**src/rtl/vga_timing_gen.sv**
```systemverilog
// VGA raster timing generator: pixel-rate divider, H/V counters, sync generation
// and a one-pixel-delayed output register selecting external pixels or colour bars.
module vga_timing_gen #(
   parameter int H_ACTIVE     = 640,
   parameter int H_FP         = 16,
   parameter int H_SYNC       = 96,
   parameter int H_BP         = 48,
   parameter int V_ACTIVE     = 480,
   parameter int V_FP         = 10,
   parameter int V_SYNC       = 2,
   parameter int V_BP         = 33,
   parameter int CLK_DIV      = 4,
   parameter int COLOR_W      = 4,
   parameter int SYNC_ACT_LOW = 1,
   localparam int H_TOTAL     = H_ACTIVE + H_FP + H_SYNC + H_BP,
   localparam int V_TOTAL     = V_ACTIVE + V_FP + V_SYNC + V_BP,
   localparam int XW          = $clog2(H_TOTAL),
   localparam int YW          = $clog2(V_TOTAL)
) (
   input  logic                   clk,
   input  logic                   reset,
   input  logic                   mode,
   input  logic [3*COLOR_W-1:0]   pixel_in,
   output logic [XW-1:0]          pixel_x,
   output logic [YW-1:0]          pixel_y,
   output logic                   de_req,
   output logic                   pix_en,
   output logic                   frame_start,
   output logic [COLOR_W-1:0]     VGA_RED,
   output logic [COLOR_W-1:0]     VGA_GREEN,
   output logic [COLOR_W-1:0]     VGA_BLUE,
   output logic                   VGA_HSYNC,
   output logic                   VGA_VSYNC
);

   if (CLK_DIV < 1 || H_ACTIVE < 1 || H_FP < 1 || H_SYNC < 1 || H_BP < 1 ||
       V_ACTIVE < 1 || V_FP < 1 || V_SYNC < 1 || V_BP < 1) begin : g_param_check
      $error("vga_timing_gen: CLK_DIV and all timing parameters must be >= 1");
   end

   localparam int DIV_W = (CLK_DIV > 1) ? $clog2(CLK_DIV) : 1;
   localparam logic [DIV_W-1:0] DIV_LAST = DIV_W'(CLK_DIV - 1);
   localparam logic [XW-1:0] X_LAST   = XW'(H_TOTAL - 1);
   localparam logic [YW-1:0] Y_LAST   = YW'(V_TOTAL - 1);
   localparam logic [XW-1:0] X_ACT    = XW'(H_ACTIVE);
   localparam logic [YW-1:0] Y_ACT    = YW'(V_ACTIVE);
   localparam logic [XW-1:0] HS_START = XW'(H_ACTIVE + H_FP);
   localparam logic [XW-1:0] HS_END   = XW'(H_ACTIVE + H_FP + H_SYNC);
   localparam logic [YW-1:0] VS_START = YW'(V_ACTIVE + V_FP);
   localparam logic [YW-1:0] VS_END   = YW'(V_ACTIVE + V_FP + V_SYNC);
   localparam logic SYNC_ON = (SYNC_ACT_LOW != 0) ? 1'b0 : 1'b1;

   logic [DIV_W-1:0]   div_q, div_d;
   logic [XW-1:0]      x_q, x_d;
   logic [YW-1:0]      y_q, y_d;
   logic               hs_q, hs_d, vs_q, vs_d;
   logic [COLOR_W-1:0] r_q, r_d, g_q, g_d, b_q, b_d;
   logic               active;
   logic [2:0]         bar;

   assign pix_en      = (div_q == DIV_LAST);
   assign active      = (x_q < X_ACT) && (y_q < Y_ACT);
   assign de_req      = active;
   assign frame_start = reset && pix_en && (x_q == '0) && (y_q == '0);

   assign pixel_x   = x_q;
   assign pixel_y   = y_q;
   assign VGA_RED   = r_q;
   assign VGA_GREEN = g_q;
   assign VGA_BLUE  = b_q;
   assign VGA_HSYNC = hs_q;
   assign VGA_VSYNC = vs_q;

   always_comb begin
      div_d = pix_en ? '0 : div_q + 1'b1;
      x_d   = x_q;
      y_d   = y_q;
      if (pix_en) begin
         if (x_q == X_LAST) begin
            x_d = '0;
            y_d = (y_q == Y_LAST) ? '0 : y_q + 1'b1;
         end else begin
            x_d = x_q + 1'b1;
         end
      end
   end

   // bar = floor(x*8/H_ACTIVE) found by threshold compares, avoiding a divider
   always_comb begin
      bar = '0;
      for (int unsigned k = 1; k < 8; k++) begin
         if ({x_q, 3'b000} >= (XW+3)'(k * H_ACTIVE)) bar = 3'(k);
      end
   end

   always_comb begin
      hs_d = hs_q;
      vs_d = vs_q;
      r_d  = r_q;
      g_d  = g_q;
      b_d  = b_q;
      if (pix_en) begin
         hs_d = (x_q >= HS_START && x_q < HS_END) ? SYNC_ON : ~SYNC_ON;
         vs_d = (y_q >= VS_START && y_q < VS_END) ? SYNC_ON : ~SYNC_ON;
         if (!active) begin
            r_d = '0;
            g_d = '0;
            b_d = '0;
         end else if (mode) begin
            r_d = {COLOR_W{~bar[1]}};
            g_d = {COLOR_W{~bar[2]}};
            b_d = {COLOR_W{~bar[0]}};
         end else begin
            {r_d, g_d, b_d} = pixel_in;
         end
      end
   end

   always_ff @(posedge clk) begin
      if (!reset) begin
         div_q <= '0;
         x_q   <= '0;
         y_q   <= '0;
         hs_q  <= ~SYNC_ON;
         vs_q  <= ~SYNC_ON;
         r_q   <= '0;
         g_q   <= '0;
         b_q   <= '0;
      end else begin
         div_q <= div_d;
         x_q   <= x_d;
         y_q   <= y_d;
         hs_q  <= hs_d;
         vs_q  <= vs_d;
         r_q   <= r_d;
         g_q   <= g_d;
         b_q   <= b_d;
      end
   end

endmodule
```
**config.mk**
```make
export PLATFORM = sky130hd
export DESIGN_NAME = vga_timing_gen
export DESIGN_NICKNAME = d
export VERILOG_FILES = /design/src/rtl/vga_timing_gen.sv
export SDC_FILE = /design/constraint.sdc
export NUM_CORES = 1
export LEC_CHECK = 0
export BUFFER_PORTS_ARGS = -buffer_cell sky130_fd_sc_hd__buf_4
export CORE_UTILIZATION = 58
export CTS_BUF_LIST = sky130_fd_sc_hd__clkbuf_8
export CTS_CLUSTER_DIAMETER = 30
export DETAILED_ROUTE_END_ITERATION = 8
export PLACE_DENSITY = 0.89
export SETUP_SLACK_MARGIN = 0.2
export SYNTH_ARGS = -nofsm -noshare
export SYNTH_HDL_FRONTEND = slang
export SYNTH_SLANG_ARGS = --single-unit
```
**constraint.sdc**
```tcl
create_clock -name clk -period 5.9 [get_ports clk]
set_clock_uncertainty 0.1 [all_clocks]
set_input_delay 0.885 -clock clk [delete_from_list [all_inputs] [get_ports clk]]
set_output_delay 0.885 -clock clk [all_outputs]
set_load 0.01 [all_outputs]
```
==> flow_summary.yaml, run 1 <==
critical_path:
  cp-endpoint: "frame_start"
  crit_arrival_ns: 1.86
  crit_path_end_kind: "output port"
  worst-path-max-fanout: 14
  reg2reg_depth: 5
  crit_path_start_kind: "flip-flop"
  cpLargestDelayFamily: "simple AND/OR/NAND/NOR gates"
  crit_buf_inv: 1
  critPathKind: "reg -> out"
  cp.depth: 6
  cp-startpoint: "div_q[0]"
  crit_path_max_incr_delay_ns: 0.45
  cp_cell_sequence: "ha_1 > nand2_1 > nor3_1 > nand4_1 > nor2_1 > buf_4"
  critPathRequiredTime_ns: 4.91
  regToRegSetupSlack_ns: 3.55
  cpMaxStageDelayCell: "ha_1"
  r2r_start: "div_q[0]"
  reg2reg_to: "pixel_y[8]"
clock_tree:
  clockBufferDepth: 2
  clk_pin_slew_worst_paths_ns: 0.07
  cts_made_buffers: 5
  clock_sinks: 36
  htree_num_levels: 2
  tritoncts: "yes"
  post_cts_buffers: 0
  clock_latency_ns: 0.29
  cts_resized: 0
  cts_root_buf: "clkbuf_8"
  cts_hold_buf: 0
power_and_ir_drop:
  ir_drop_mv: 0.129
  p_leak_nw: 0.946
  power_density_nw_per_um2: 218
  totalPowerFinal_mw: 0.508
yosys:
  async_flop_share_pct: 0
  syn_avg_cell_area_um2: 8.15
  seq_area_frac_synth_pct: 38.9
  ys_seq_elements: 36
  synth-main-ff-cell: "dfxtp_1"
  synth-edff-count: 0
  synth_warnings: 0
  synth_nets: 247
  syn_inst: 227
  ys_types: 45
  netlist_area_um2: 1850
floorplan:
  dieArea_um2: 3420
  fp-row-count: 20
  ioPinCount: 52
  core_area_um2: 3030
  die_width_um: 58.5
  die_h_um: 58.5
  start_util_pct: 61.1
run_status:
  status: "complete, no violations"
timing:
  fmaxAchievable_mhz: 351
  setup-tns-final_ns: 0
  slew_headroom_pct: 46.1
  setup_viol: 0
  timing.final.crit_period_ns: 2.85
  fin_ws_ns: 3.05
  finalMaxSlewViolations: 0
  final_hold_viol_count: 0
  tightest_slew_ns: 0.807
  min_period_over_period_pct: 48.3
  rsz0062_at_grt: "no"
  whs_ns: 0.331
place:
  hpwl_um: 3040
  port-buffer-count: 51
  routabilityCongestion: 0.888
  dp_slack_ns: 3.16
  placed_area_um2: 2220
layout:
  layout_commonest_cell: "buf_4"
  layout-drive-gt1-share_pct: 23.4
  mostFrequentLayoutCells: "buf_4, dfxtp_1, nor2_1, nand2_1"
  nets: 292
  diodes: 0
  final_cell_area_um2: 2330
  flow.area_growth_from_synthesis_pct: 25.8
detailed_routing:
  wirelength_um: 4190
  postRouteAntennaNets: 0
  viasPerCell: 5.50
  dr_total_vias: 1743
  firstDrtPassIters: 4
  wl_per_cell_um: 13.2
  drcViolationCount: 0
  dr.first_iter.drc_count: 93
global_routing:
  grt.total_usage_pct: 25.1
  grt_antenna_before_repair: 0
  grt-busiest-layer: "met2"
  grt_max_degree: 17
  grt-ovfl-total: 0
  grt_pass1_wl_um: 6530
  grt_util_met3_pct: 7.03
  grt_pass1_vias: 1456
  grt.met2_usage_pct: 38.1
  use_met1_pct: 34.2
job:
  drv_cap: 0
min_path:
  hold_path_class: "reg -> reg"
stage by stage:
| step | std cells | utilization, % |
|---|---|---|
| final | 317 | 76.9 |
| after global routing | 317 | 76.9 |
| after CTS | 317 | 76.9 |
| after detailed placement | 309 | 73.2 |
| after global placement | 309 | 73.2 |
| after floorplan | 227 | - |
cell families (layout without fill, tap and decap cells):
logic type               count (synthesis)  after routing  synth area share (%)
AND/OR/NAND/NOR                        113            113                  32.5
flip-flops                              36             36                  38.9
AO/OA/AOI/OAI                           35             35                  12.3
buffers and inverters                   24             70                  6.15
XOR/XNOR                                12             12                  5.68
adder cells (fa/ha/maj)                  6              6                  3.92
multiplexers                             1              1                 0.541
how the worst min path moves through the flow:
stage              from  endpoint  cells after the start
6_report       div_q[0]  div_q[0]                      1
3_3_place_gp   div_q[0]  div_q[0]                      1
5_1_grt        div_q[0]  div_q[0]                      1
4_1_cts        div_q[0]  div_q[0]                      1
3_5_place_dp   div_q[0]  div_q[0]                      1
2_1_floorplan  div_q[0]  div_q[0]                      1
metal layers:
metal,vias up,part of all wire [%]
li1,881,-
met1,796,47
met2,58,46
met3,8,5.9
met4,0,1.3
met5,-,0
Yosys cell counts, drive strengths merged, types with 3 or more instances:
library cell | count | share of area (%)
nand2 | 27 | 5.5
dfxtp | 36 | 39
xnor2 | 11 | 5.2
a21oi | 4 | 1.1
nand2b | 5 | 1.7
ha | 5 | 3.4
nor4 | 8 | 3.0
inv | 11 | 2.2
buf | 4 | 1.9
nor3 | 8 | 2.2
clkbuf | 9 | 2.0
or3 | 4 | 1.4
o21ai | 12 | 3.2
nor2 | 32 | 6.5
nor3b | 3 | 1.2
nand4 | 6 | 2.0
nand3 | 8 | 2.2
o31ai | 6 | 2.4
layout make-up:
cell class | count | area [um2]
repair buffers | 51 | 383
well taps | 44 | 55.1
inverters | 11 | 41.3
multi-input cells | 167 | 1020
flip-flops and latches | 36 | 721
clock buffers | 5 | 68.8
fillers | 225 | 701
clock inverters | 3 | 42.5
power breakdown:
part / total (mW) / internal, mW / switching [mW] / leakage [nW]
registers: 0.254 / 0.250 / 0.00393 / 0.291
clock network: 0.215 / 0.125 / 0.0900 / 0.0541
logic: 0.0394 / 0.0195 / 0.0198 / 0.600
sequential cells by signal, indices dropped and copies added (netlist names):
register   count
pixel_x       10
VGA_GREEN      4
pixel_y       10
div_q          2
VGA_HSYNC      1
VGA_VSYNC      1
VGA_BLUE       4
VGA_RED        4
worst register-to-register path, stage by stage, from the launching register on:
cell and delay (ns):
dfxtp_1 0.34, ha_1 0.45, nand2_1 0.25, or4_4 0.58
or4_1 0.41, a21oi_1 0.15
No activity file was read; power rests on OpenSTA's default activity.
==> run 2: changes to the inputs <==
Settings changed: CORE_UTILIZATION 58 to 48, PLACE_DENSITY 0.89 to 0.78.
Clock period 5.9 ns to 2.44 ns, I/O delays scaled along.
==> flow_summary.yaml, run 2 (synthesis results as in run 1) <==
critical_path:
  reg2reg_depth: 5
  cpLargestDelayFamily: "simple AND/OR/NAND/NOR gates"
  cp-endpoint: "pixel_y[8]"
  crit_buf_inv: 0
  critPathKind: "reg -> reg"
  crit_path_max_incr_delay_ns: 0.55
  worst-path-max-fanout: 6
  critPathRequiredTime_ns: 2.56
  crit_path_end_kind: "flip-flop"
  crit_path_start_kind: "flip-flop"
  cp.depth: 5
  r2r_start: "pixel_x[0]"
  cp-startpoint: "pixel_x[0]"
  cp_cell_sequence: "ha_1 > nand2_1 > or4_4 > or4_1 > a21oi_1"
  reg2reg_to: "pixel_y[8]"
  crit_arrival_ns: 2.23
  cpMaxStageDelayCell: "or4_4"
  regToRegSetupSlack_ns: 0.33
layout:
  flow.area_growth_from_synthesis_pct: 27.1
  fin_util_pct: 63.8
  layout_commonest_cell: "buf_4"
  mostFrequentLayoutCells: "buf_4, dfxtp_1, nor2_1, nand2_1"
  final_cell_area_um2: 2350
  diodes: 0
  instances_no_fill: 323
  nets: 294
  layout-drive-gt1-share_pct: 24.4
clock_tree:
  clockBufferDepth: 2
  tritoncts: "yes"
  clock_sinks: 36
  post_cts_buffers: 0
  clk_pin_slew_worst_paths_ns: 0.08
  htree_num_levels: 2
  cts_made_buffers: 5
  cts_root_buf: "clkbuf_8"
  cts_hold_buf: 0
  clock_latency_ns: 0.29
power_and_ir_drop:
  p_seq_share_pct: 49.6
  power_density_nw_per_um2: 525
  p_int_mw: 0.955
  p_leak_nw: 0.961
  p_comb_share_pct: 7.8
  clkPwrFrac_pct: 42.5
  switching_share_pct: 22.7
  ir_drop_mv: 0.429
  power.switching_mw: 0.281
min_path:
  hp-start: "pixel_in[9]"
  hold_path_class: "in -> reg"
detailed_routing:
  viasPerCell: 5.37
  firstDrtPassIters: 4
  postRouteAntennaNets: 0
  dr.first_iter.drc_count: 93
  drcViolationCount: 0
  wirelength_um: 4320
  dr_total_vias: 1736
  wl_per_cell_um: 13.4
floorplan:
  die_h_um: 64.1
  fp-row-count: 22
  start_util_pct: 50.2
  core_area_um2: 3690
  dieArea_um2: 4110
  die_width_um: 64.1
  ioPinCount: 52
timing:
  setup_viol: 0
  timing.final.crit_period_ns: 2.11
  fmaxAchievable_mhz: 474
  tightest_slew_ns: 0.839
  rsz0062_at_grt: "no"
  fin_ws_ns: 0.331
  final_hold_viol_count: 0
  min_period_over_period_pct: 86.4
  slew_headroom_pct: 43.9
  finalMaxSlewViolations: 0
  setup-tns-final_ns: 0
global_routing:
  grt_util_met3_pct: 5.54
  grt.met2_usage_pct: 35.8
  grt_antenna_before_repair: 0
  grt-busiest-layer: "met2"
  grt_max_degree: 17
  grt_pass1_vias: 1541
  use_met1_pct: 29.3
  grt-ovfl-total: 0
  grt.total_usage_pct: 22.7
  grt_pass1_wl_um: 7180
place:
  dp_slack_ns: 0.352
  placed_area_um2: 2240
  post-place-cells: 315
  port-buffer-count: 51
  routabilityCongestion: 0.907
  hpwl_um: 3180
run_status:
  status: "complete, no violations"
job:
  drv_cap: 0
-- run 2: changes by cell type in the layout (fill, tap and decap cells not counted) --
cell and delta:
nor3_1 -1, buf_4 +2, nor3_2 +1
-- run 2: worst min path at each step --
stage / to / cells after the start
floorplan: div_q[0] / 1
global placement: div_q[0] / 1
detailed placement: div_q[0] / 1
CTS: VGA_RED[1] / 3
global route: VGA_RED[1] / 3
finish: VGA_RED[1] / 3
-- run 2: worst min-delay path, delay by kind of cell --
| kind | cells | cell delay, ns |
|---|---|---|
| AO/OA/AOI/OAI | 1 | 0.09 |
| buffers and inverters | 1 | 0.08 |
| AND/OR/NAND/NOR | 1 | 0.03 |
-- run 2: repair_timing --
action	in CTS	in global routing
gates resized for setup	0	1
endpoints found under the setup margin	0	1
endpoints found under the hold margin	0	0
-- run 2: per-stage QoR --
stage	hold WS (ns)	power, mW
global route	0.222	1.28
floorplan	0.299	0.673
detailed placement	0.318	0.725
CTS	0.197	1.25
global placement	0.305	0.722
finish	0.202	1.24
-- run 2: layer usage --
layer,part of all wire [%],up-vias
met4,1.3,0
met3,5.4,6
met5,0,-
li1,-,877
met2,46,45
met1,47,808
-- run 2: cell type report --
cell class / instances / area (um2)
Inverter: 11 / 41.3
Multi-Input combinational cell: 167 / 1020
Fill cell: 344 / 1340
Timing Repair Buffer: 53 / 398
Sequential cell: 36 / 721
Clock inverter: 3 / 42.5
Clock buffer: 5 / 68.8
Tap cell: 48 / 60.1
-- run 2: power groups by stage --
stage / combinational [mW] / sequential, mW / clock [mW]
6_report: 0.0968 / 0.613 / 0.526
2_1_floorplan: 0.0402 / 0.632 / 0
3_5_place_dp: 0.0970 / 0.628 / 0
3_3_place_gp: 0.0958 / 0.626 / 0
4_1_cts: 0.0975 / 0.614 / 0.537
5_1_grt: 0.108 / 0.615 / 0.557
